===== config.mk =====
export PLATFORM = sky130hd
export DESIGN_NAME = imem_loader
export DESIGN_NICKNAME = d
export VERILOG_FILES = /design/src/rtl/imem_loader.sv
export SDC_FILE = /design/constraint.sdc
export NUM_CORES = 1
export LEC_CHECK = 0
export ABC_AREA = 1
export CAP_MARGIN = 20
export CORE_ASPECT_RATIO = 0.5
export CORE_MARGIN = 2
export CORE_UTILIZATION = 63
export CTS_CLUSTER_DIAMETER = 40
export DETAILED_ROUTE_END_ITERATION = 8
export DONT_BUFFER_PORTS = 1
export HOLD_SLACK_MARGIN = 0.12
export PLACE_DENSITY = 0.79
export SETUP_SLACK_MARGIN = 0.02
export SKIP_CTS_REPAIR_TIMING = 1
export SLEW_MARGIN = 25
export SYNTH_ARGS = -nofsm -noshare
export SYNTH_HDL_FRONTEND = slang
export SYNTH_SLANG_ARGS = --single-unit

===== constraint.sdc =====
create_clock -name clk -period 2.75 [get_ports clk]
set_input_delay 0 -clock clk [delete_from_list [all_inputs] [get_ports clk]]
set_output_delay 0 -clock clk [all_outputs]
set_load 0.01 [all_outputs]

===== src/rtl/imem_loader.sv =====
// imem_loader: assembles a length-prefixed byte stream into 32-bit little-endian words
// and writes them into instruction memory from word 0, holding the CPU in reset meanwhile.
`timescale 1ns/1ps
module imem_loader #(
  parameter int unsigned ADDR_W = 6,
  parameter int unsigned DATA_W = 32
) (
  input  logic              clk,
  input  logic              reset,
  input  logic              start,
  input  logic              in_valid,
  input  logic [7:0]        in_byte,
  output logic              in_ready,
  output logic              wr_en,
  output logic [ADDR_W-1:0] wr_addr,
  output logic [DATA_W-1:0] wr_data,
  output logic              cpu_hold,
  output logic              done,
  output logic              error,
  output logic [ADDR_W:0]   words_loaded
);

  localparam int unsigned DEPTH = 2 ** ADDR_W;
  localparam int unsigned LEN_W = 16;

  typedef enum logic [2:0] {
    IDLE   = 3'd0,
    LEN_LO = 3'd1,
    LEN_HI = 3'd2,
    DATA   = 3'd3,
    WRITE  = 3'd4,
    DONE   = 3'd5,
    ERR    = 3'd6
  } state_t;

  state_t           state;
  logic [LEN_W-1:0] len;
  logic [1:0]       byte_idx;

  logic             accept_c;
  logic [LEN_W-1:0] len_full_c;
  logic [LEN_W-1:0] next_count_c;

  // Handshake and helper values derived from current registers
  assign accept_c     = in_valid & in_ready;
  assign len_full_c   = {in_byte, len[7:0]};
  assign next_count_c = LEN_W'(words_loaded) + LEN_W'(1);

  // Session FSM; every output is a register updated alongside the state
  always_ff @(posedge clk or posedge reset) begin
    if (reset) begin
      state        <= IDLE;
      len          <= '0;
      byte_idx     <= '0;
      in_ready     <= 1'b0;
      wr_en        <= 1'b0;
      wr_addr      <= '0;
      wr_data      <= '0;
      cpu_hold     <= 1'b0;
      done         <= 1'b0;
      error        <= 1'b0;
      words_loaded <= '0;
    end else begin
      case (state)
        IDLE, DONE, ERR: begin
          if (start) begin
            state        <= LEN_LO;
            done         <= 1'b0;
            error        <= 1'b0;
            words_loaded <= '0;
            wr_addr      <= '0;
            byte_idx     <= '0;
            len          <= '0;
            in_ready     <= 1'b1;
            cpu_hold     <= 1'b1;
          end
        end

        LEN_LO: begin
          if (accept_c) begin
            len[7:0] <= in_byte;
            state    <= LEN_HI;
          end
        end

        LEN_HI: begin
          if (accept_c) begin
            len <= len_full_c;
            if (len_full_c == '0) begin
              state    <= DONE;
              done     <= 1'b1;
              in_ready <= 1'b0;
              cpu_hold <= 1'b0;
            end else if (len_full_c > LEN_W'(DEPTH)) begin
              state    <= ERR;
              error    <= 1'b1;
              in_ready <= 1'b0;
              cpu_hold <= 1'b0;
            end else begin
              state <= DATA;
            end
          end
        end

        DATA: begin
          if (accept_c) begin
            wr_data[{byte_idx, 3'b000} +: 8] <= in_byte;
            byte_idx <= byte_idx + 2'd1;
            if (byte_idx == 2'd3) begin
              state    <= WRITE;
              wr_en    <= 1'b1;
              in_ready <= 1'b0;
            end
          end
        end

        WRITE: begin
          wr_en        <= 1'b0;
          wr_addr      <= wr_addr + ADDR_W'(1);
          words_loaded <= words_loaded + (ADDR_W + 1)'(1);
          byte_idx     <= '0;
          if (next_count_c == len) begin
            state    <= DONE;
            done     <= 1'b1;
            cpu_hold <= 1'b0;
          end else begin
            state    <= DATA;
            in_ready <= 1'b1;
          end
        end

        default: begin
          state    <= IDLE;
          in_ready <= 1'b0;
          wr_en    <= 1'b0;
          cpu_hold <= 1'b0;
        end
      endcase
    end
  end

endmodule


# ---- Word-level counts from Yosys, hierarchy flattened
# Cells that the tools add are included.
dict set report classes {
  muxes 44
  n_eq_ne 19
  n_reduce_logical 21
  magnitude_cmp 1
  n_addsub 5
  n_shift 2
  bitwise_logic 5
}
# operator n
set op_table {}
lappend op_table {{bitwise mux 32 bit} 1}
lappend op_table {{2-to-1 mux 16 bit} 2}
lappend op_table {{variable shift 8 x 7 -> 32 bit, first input constant} 1}
lappend op_table {{variable part select 8 x 7 -> 32 bit} 1}
lappend op_table {{2-to-1 mux 3 bit} 8}
lappend op_table {{case mux 8 bit (3 select lines)} 1}
lappend op_table {{inequality test 2 bit, second input constant} 10}
lappend op_table {{AND reduction 5 bit} 4}
lappend op_table {{2-to-1 mux 1 bit} 17}
lappend op_table {{== test 8 x 16 -> 1 bit} 1}
lappend op_table {{> comparator 16 x 7 -> 1 bit, second input constant} 1}
lappend op_table {{zero test 16 bit} 1}
lappend op_table {{case mux 8 bit (2 select lines)} 1}
lappend op_table {{case mux 3 bit (5 select lines)} 1}
lappend op_table {{case mux 7 bit (2 select lines)} 1}
lappend op_table {{case mux 6 bit (2 select lines)} 1}
lappend op_table {{== test 3 bit, second input constant} 3}
lappend op_table {{AND reduction 3 bit} 3}
lappend op_table {{adder 7 x 1 -> 8 bit, second input constant} 1}
lappend op_table {{2-to-1 mux 8 bit} 1}
lappend op_table {{adder 7 x 1 -> 7 bit, second input constant} 1}
lappend op_table {{2-to-1 mux 7 bit} 1}
lappend op_table {{negator 5 -> 7 bit} 1}
lappend op_table {{AND reduction 7 bit} 1}
lappend op_table {{other kinds (23)} 33}
dict set report totals {
  ff_bits 71
  elab_cells 109
}

# ---- Depth between registers and ports, before layout
dict set report logic_depth {
  depth_word 5
  mapped_depth 14
  depth_no_buf 14
}

# ---- Worst setup path after synthesis
# No wires, ideal clock.
dict set report synth_timing {
  kind {reg-to-reg}
  start {reg byte_idx[0]}
  end {reg wr_data[0]}
  setup_slack_ps 815
  required_ps 2684
  stages_incl_launch_ff 7
  arrival_time_ps 1869
  cell_sequence {dfrtp_1 clkbuf_1 inv_1 ha_1 nor3_1 nand3_1 nand2_1}
}
dict set report synth_between {
  elab_chain_len 3
  word_cells_on_any_way 4
  classes_between {1 x add/sub; 2 x shift; 1 x mux}
}
# element line_no
set synth_lines {}
lappend synth_lines {{start, declared} 38} ;# logic [1:0] byte_idx;
lappend synth_lines {{start signal, assigned} 108} ;# byte_idx <= byte_idx + 2'd1;
lappend synth_lines {{negator 5 -> 7 bit *} 107} ;# wr_data[{byte_idx, 3'b000} +: 8] <= in_byte;
lappend synth_lines {{variable part select 8 x 7 -> 32 bit / variable shift 8 x 7 -> 32 bit (equally long branches)} 107}
lappend synth_lines {{bitwise mux 32 bit *} 107}
lappend synth_lines {{end signal, assigned by index} 107}
lappend synth_lines {{end, declared} 16} ;# output logic [DATA_W-1:0] wr_data,
# Mark *: on every way between the ends. The rest lies on a longest branch, timed or not.
# A chain may end at the register's enable or synchronous reset.

# ---- Final worst setup path
dict set report layout_timing {
  start {reg byte_idx[0]}
  end {reg wr_data[7]}
}
# The elaborated chain is that of the path after synthesis.

==> qor.csv <==
stage,metric,value,unit
outcome,status,"finished, final reports clean",
cts,total CTS buffers,9,
placement,post-DP HPWL,5980,um
logic_synthesis,Mapped Area,3650,um2
logic_synthesis,sequential area share after synthesis,48.7,%
logic_synthesis,share of the synthesized area in the top cell type,48.7,%
logic_synthesis,Syn Area/Cell,7.74,um2
worst_setup_path,Crit Path Category,reg -> reg,
worst_setup_path,"reg-to-reg slack, setup",0.59,ns
hold_path,Hold Path Depth,4,
global_route,pin count of the biggest net entering global routing,37,
cts,clock sinks,71,
logic_synthesis,ys async rst share,100,%
placement,Placement Setup Slack,0.693,ns
hold_path,HP Start,in_valid,
cts,insertion delay to the later sink of the worst-skew pair,0.33,ns
layout,Nets,508,
logic_synthesis,post-synthesis compound-gate area fraction,11.4,%
routing,vias post-DR,3292,
die,Starting Density,65.8,%
worst_setup_path,crit path DAT,2.43,ns
layout,FF+latch area,1780,um2
die,num rows,19,
logic_synthesis,main combinational cell family by area after synthesis,simple AND/OR/NAND/NOR gates,
die,io pins,62,
layout,# diodes,0,
timing,post-route setup slack,0.589,ns
power_and_ir_drop,Power Density,544,nW/um2
logic_synthesis,xor and xnor area share after synthesis,0.240,%
hold_path,Worst Hold Path EP,wr_en$_DFFE_PP0P_,
worst_setup_path,Reg2Reg Depth,5,
logic_synthesis,Synth area leader,dfrtp_1,
global_route,overall routing resource usage,28.7,%
routing,total wire length,8810,um
routing,DR vias/cell,5.82,
cts,CTS root buf,clkbuf_16,
worst_setup_path,Crit Path Max Fanout,14,
global_route,initial antenna violation count,0,
layout,fillers,394,
logic_synthesis,synth top area cells,"dfrtp_1 49%, nand2_1 14%, nand3_1 8.8%",
placement,RD Place Congestion,0.923,
logic_synthesis,synthesized instance count,471,
worst_setup_path,CP startpoint kind,flip-flop,
die,die width,112,um
logic_synthesis,syn nets,491,
cts,CTS tree,built,
power_and_ir_drop,overall power,0.00225,W
die,core area,5540,um2
cts,clk buf depth,2,
routing,Post-DRT Antenna Nets,0,
logic_synthesis,Commonest cells post-synth,"133 x nand2_1, 71 x dfrtp_1, 64 x nand3_1, 55 x inv_1, 37 x o21ai_1",
routing,DRC Markers,0,
die,Die H,57.8,um
power_and_ir_drop,VDD IR-drop max,0.000412,V
routing,drt initial violations,292,
logic_synthesis,most frequent cell after synthesis,nand2_1,
timing,Tmin final,2.16,ns
global_route,first-pass GRT wire length,14400,um
worst_setup_path,Worst Setup End Kind,flip-flop,
logic_synthesis,Simple-Gate Fraction of Synth Area,29.1,%
worst_setup_path,Reg2Reg Launch Point,byte_idx[0]$_DFFE_PP0P_,
placement,PortBufs,0,
timing,Setup Skew,0.00444,ns
routing,Pre-Repair DR Iteration Count,5,
cts,Max H-tree Level,3,
logic_synthesis,synth unique cells,28,
worst_setup_path,Worst R2R End,wr_data[7]$_DFFE_PP0P_,
layout,multi-input combinational cell area,1590,um2
logic_synthesis,Post-synth EDFFs,0,
run,max-cap violation count,0,
power_and_ir_drop,P_leak,2.26,nW
timing,period utilization,78.6,%
timing,Fmax,463,MHz
layout,share of cells above drive strength 1,7.71,%
timing,setup TNS,0,ns
timing,Final Max Tran Viols,0,
cts,clock transition at the registers of the reported paths,0.06,ns
timing,final hold violation count,0,
hold_path,worst min path class,in -> reg,
logic_synthesis,Synth Flop Type,dfrtp_1,
logic_synthesis,Post-Synth Adder-Cell Area,2.75,%
layout,Syn-to-layout area delta,13.2,%
timing,worst slew pin tran,0.753,ns
timing,RSZ-0062 raised after global routing,false,
logic_synthesis,proportion of synthesized area in mux cells,0,%
routing,routed length per instance,15.6,um
timing,Slew headroom,49.4,%
logic_synthesis,synth warn,0,
worst_setup_path,required time of the worst setup path,3.01,ns
logic_synthesis,post-synthesis register bit count,71,
timing,Setup-failing EPs final,0,
global_route,vias in the first global route,2979,
global_route,GRT Residual Overflow,0,
die,die area,6450,um2
## registers in the layout (all words and copies together), names as in the netlist
name	cells
byte_idx	2
cpu_hold	1
done	1
error	1
in_ready	1
len	16
state	3
words_loaded	7
wr_addr	6
wr_data	32
wr_en	1
## critical path: stages, from the launching register on
cell,delay [ns]
dfrtp_1,0.58
inv_1,0.19
ha_1,0.38
nor3_1,0.65
nand3_1,0.19
nand2_1,0.10
## where the power goes
group | internal [W] | switching (W) | leakage, nW
sequential | 0.00105 | 0.000000873 | 0.875
clock | 0.000706 | 0.000433 | 0.139
combinational | 0.0000165 | 0.0000440 | 1.25
## per-layer routing
metal  wire length (um)  track usage (%)  vias up  share of wire (%)
met4                161             9.35        0                1.8
met1               3650             35.6     1531                 41
li1                   -                -     1568                  -
met3                940             11.4       17                 11
met5                  0                0        -                  0
met2               4060             47.5      176                 46
## placed cells by master, fill, tap and decap left out, drive strengths merged
| cell | count |
|---|---|
| buf | 3 |
| nand4 | 4 |
| or2 | 1 |
| nor2 | 38 |
| o22ai | 3 |
| o21ai | 59 |
| dlygate4sd3 | 11 |
| bufinv | 1 |
| dfrtp | 71 |
| nand3 | 64 |
| o211a | 1 |
| nor3 | 2 |
| a21oi | 3 |
| ha | 8 |
| inv | 63 |
| a22o | 2 |
| nand2 | 135 |
| clkbuf | 10 |
| clkinvlp | 2 |
| clkinv | 4 |
| o31ai | 6 |
| xor2 | 1 |
| a31oi | 1 |
## layout make-up
type,count,area share (%)
multi-input combinational,328,38.4
clock buffer,10,5.55
clock inverter,6,1.73
inverter,64,5.82
tap,73,2.21
timing repair buffer,14,3.21
sequential,71,43.1
## worst max path at each step
stage | cells after the start | start | to | slack (ns)
6_report | 5 | byte_idx[0]$_DFFE_PP0P_ | wr_data[7]$_DFFE_PP0P_ | 0.59
4_1_cts | 5 | byte_idx[0]$_DFFE_PP0P_ | wr_data[7]$_DFFE_PP0P_ | 0.65
3_3_place_gp | 5 | byte_idx[0]$_DFFE_PP0P_ | wr_data[5]$_DFFE_PP0P_ | 0.78
5_1_grt | 5 | byte_idx[0]$_DFFE_PP0P_ | wr_data[7]$_DFFE_PP0P_ | 0.43
3_5_place_dp | 5 | byte_idx[0]$_DFFE_PP0P_ | wr_data[1]$_DFFE_PP0P_ | 0.69
2_1_floorplan | 6 | byte_idx[0]$_DFFE_PP0P_ | wr_data[0]$_DFFE_PP0P_ | 0.82
## kinds of logic (layout without fill, tap and decap cells)
family          Yosys count  count (layout)
compound gates           75              75
xor+xnor                  1               1
fa+ha+maj                 8               8
buf+inv                  72              94
flops                    71              71
simple gates            244             244
## through the flow
stage                     instance area [um2]  cells  hold slack, ns  utilization (%)
after floorplan                          3650    471           0.138                -
after global placement                   3720    539          -0.146             67.1
after detailed placement                 3720    539          -0.138             67.1
after CTS                                4020    555          -0.492             72.5
after global routing                     4130    566           0.147             74.5
final                                    4130    566           0.100             74.5
Note: power is estimated with default switching activity, not from simulation.
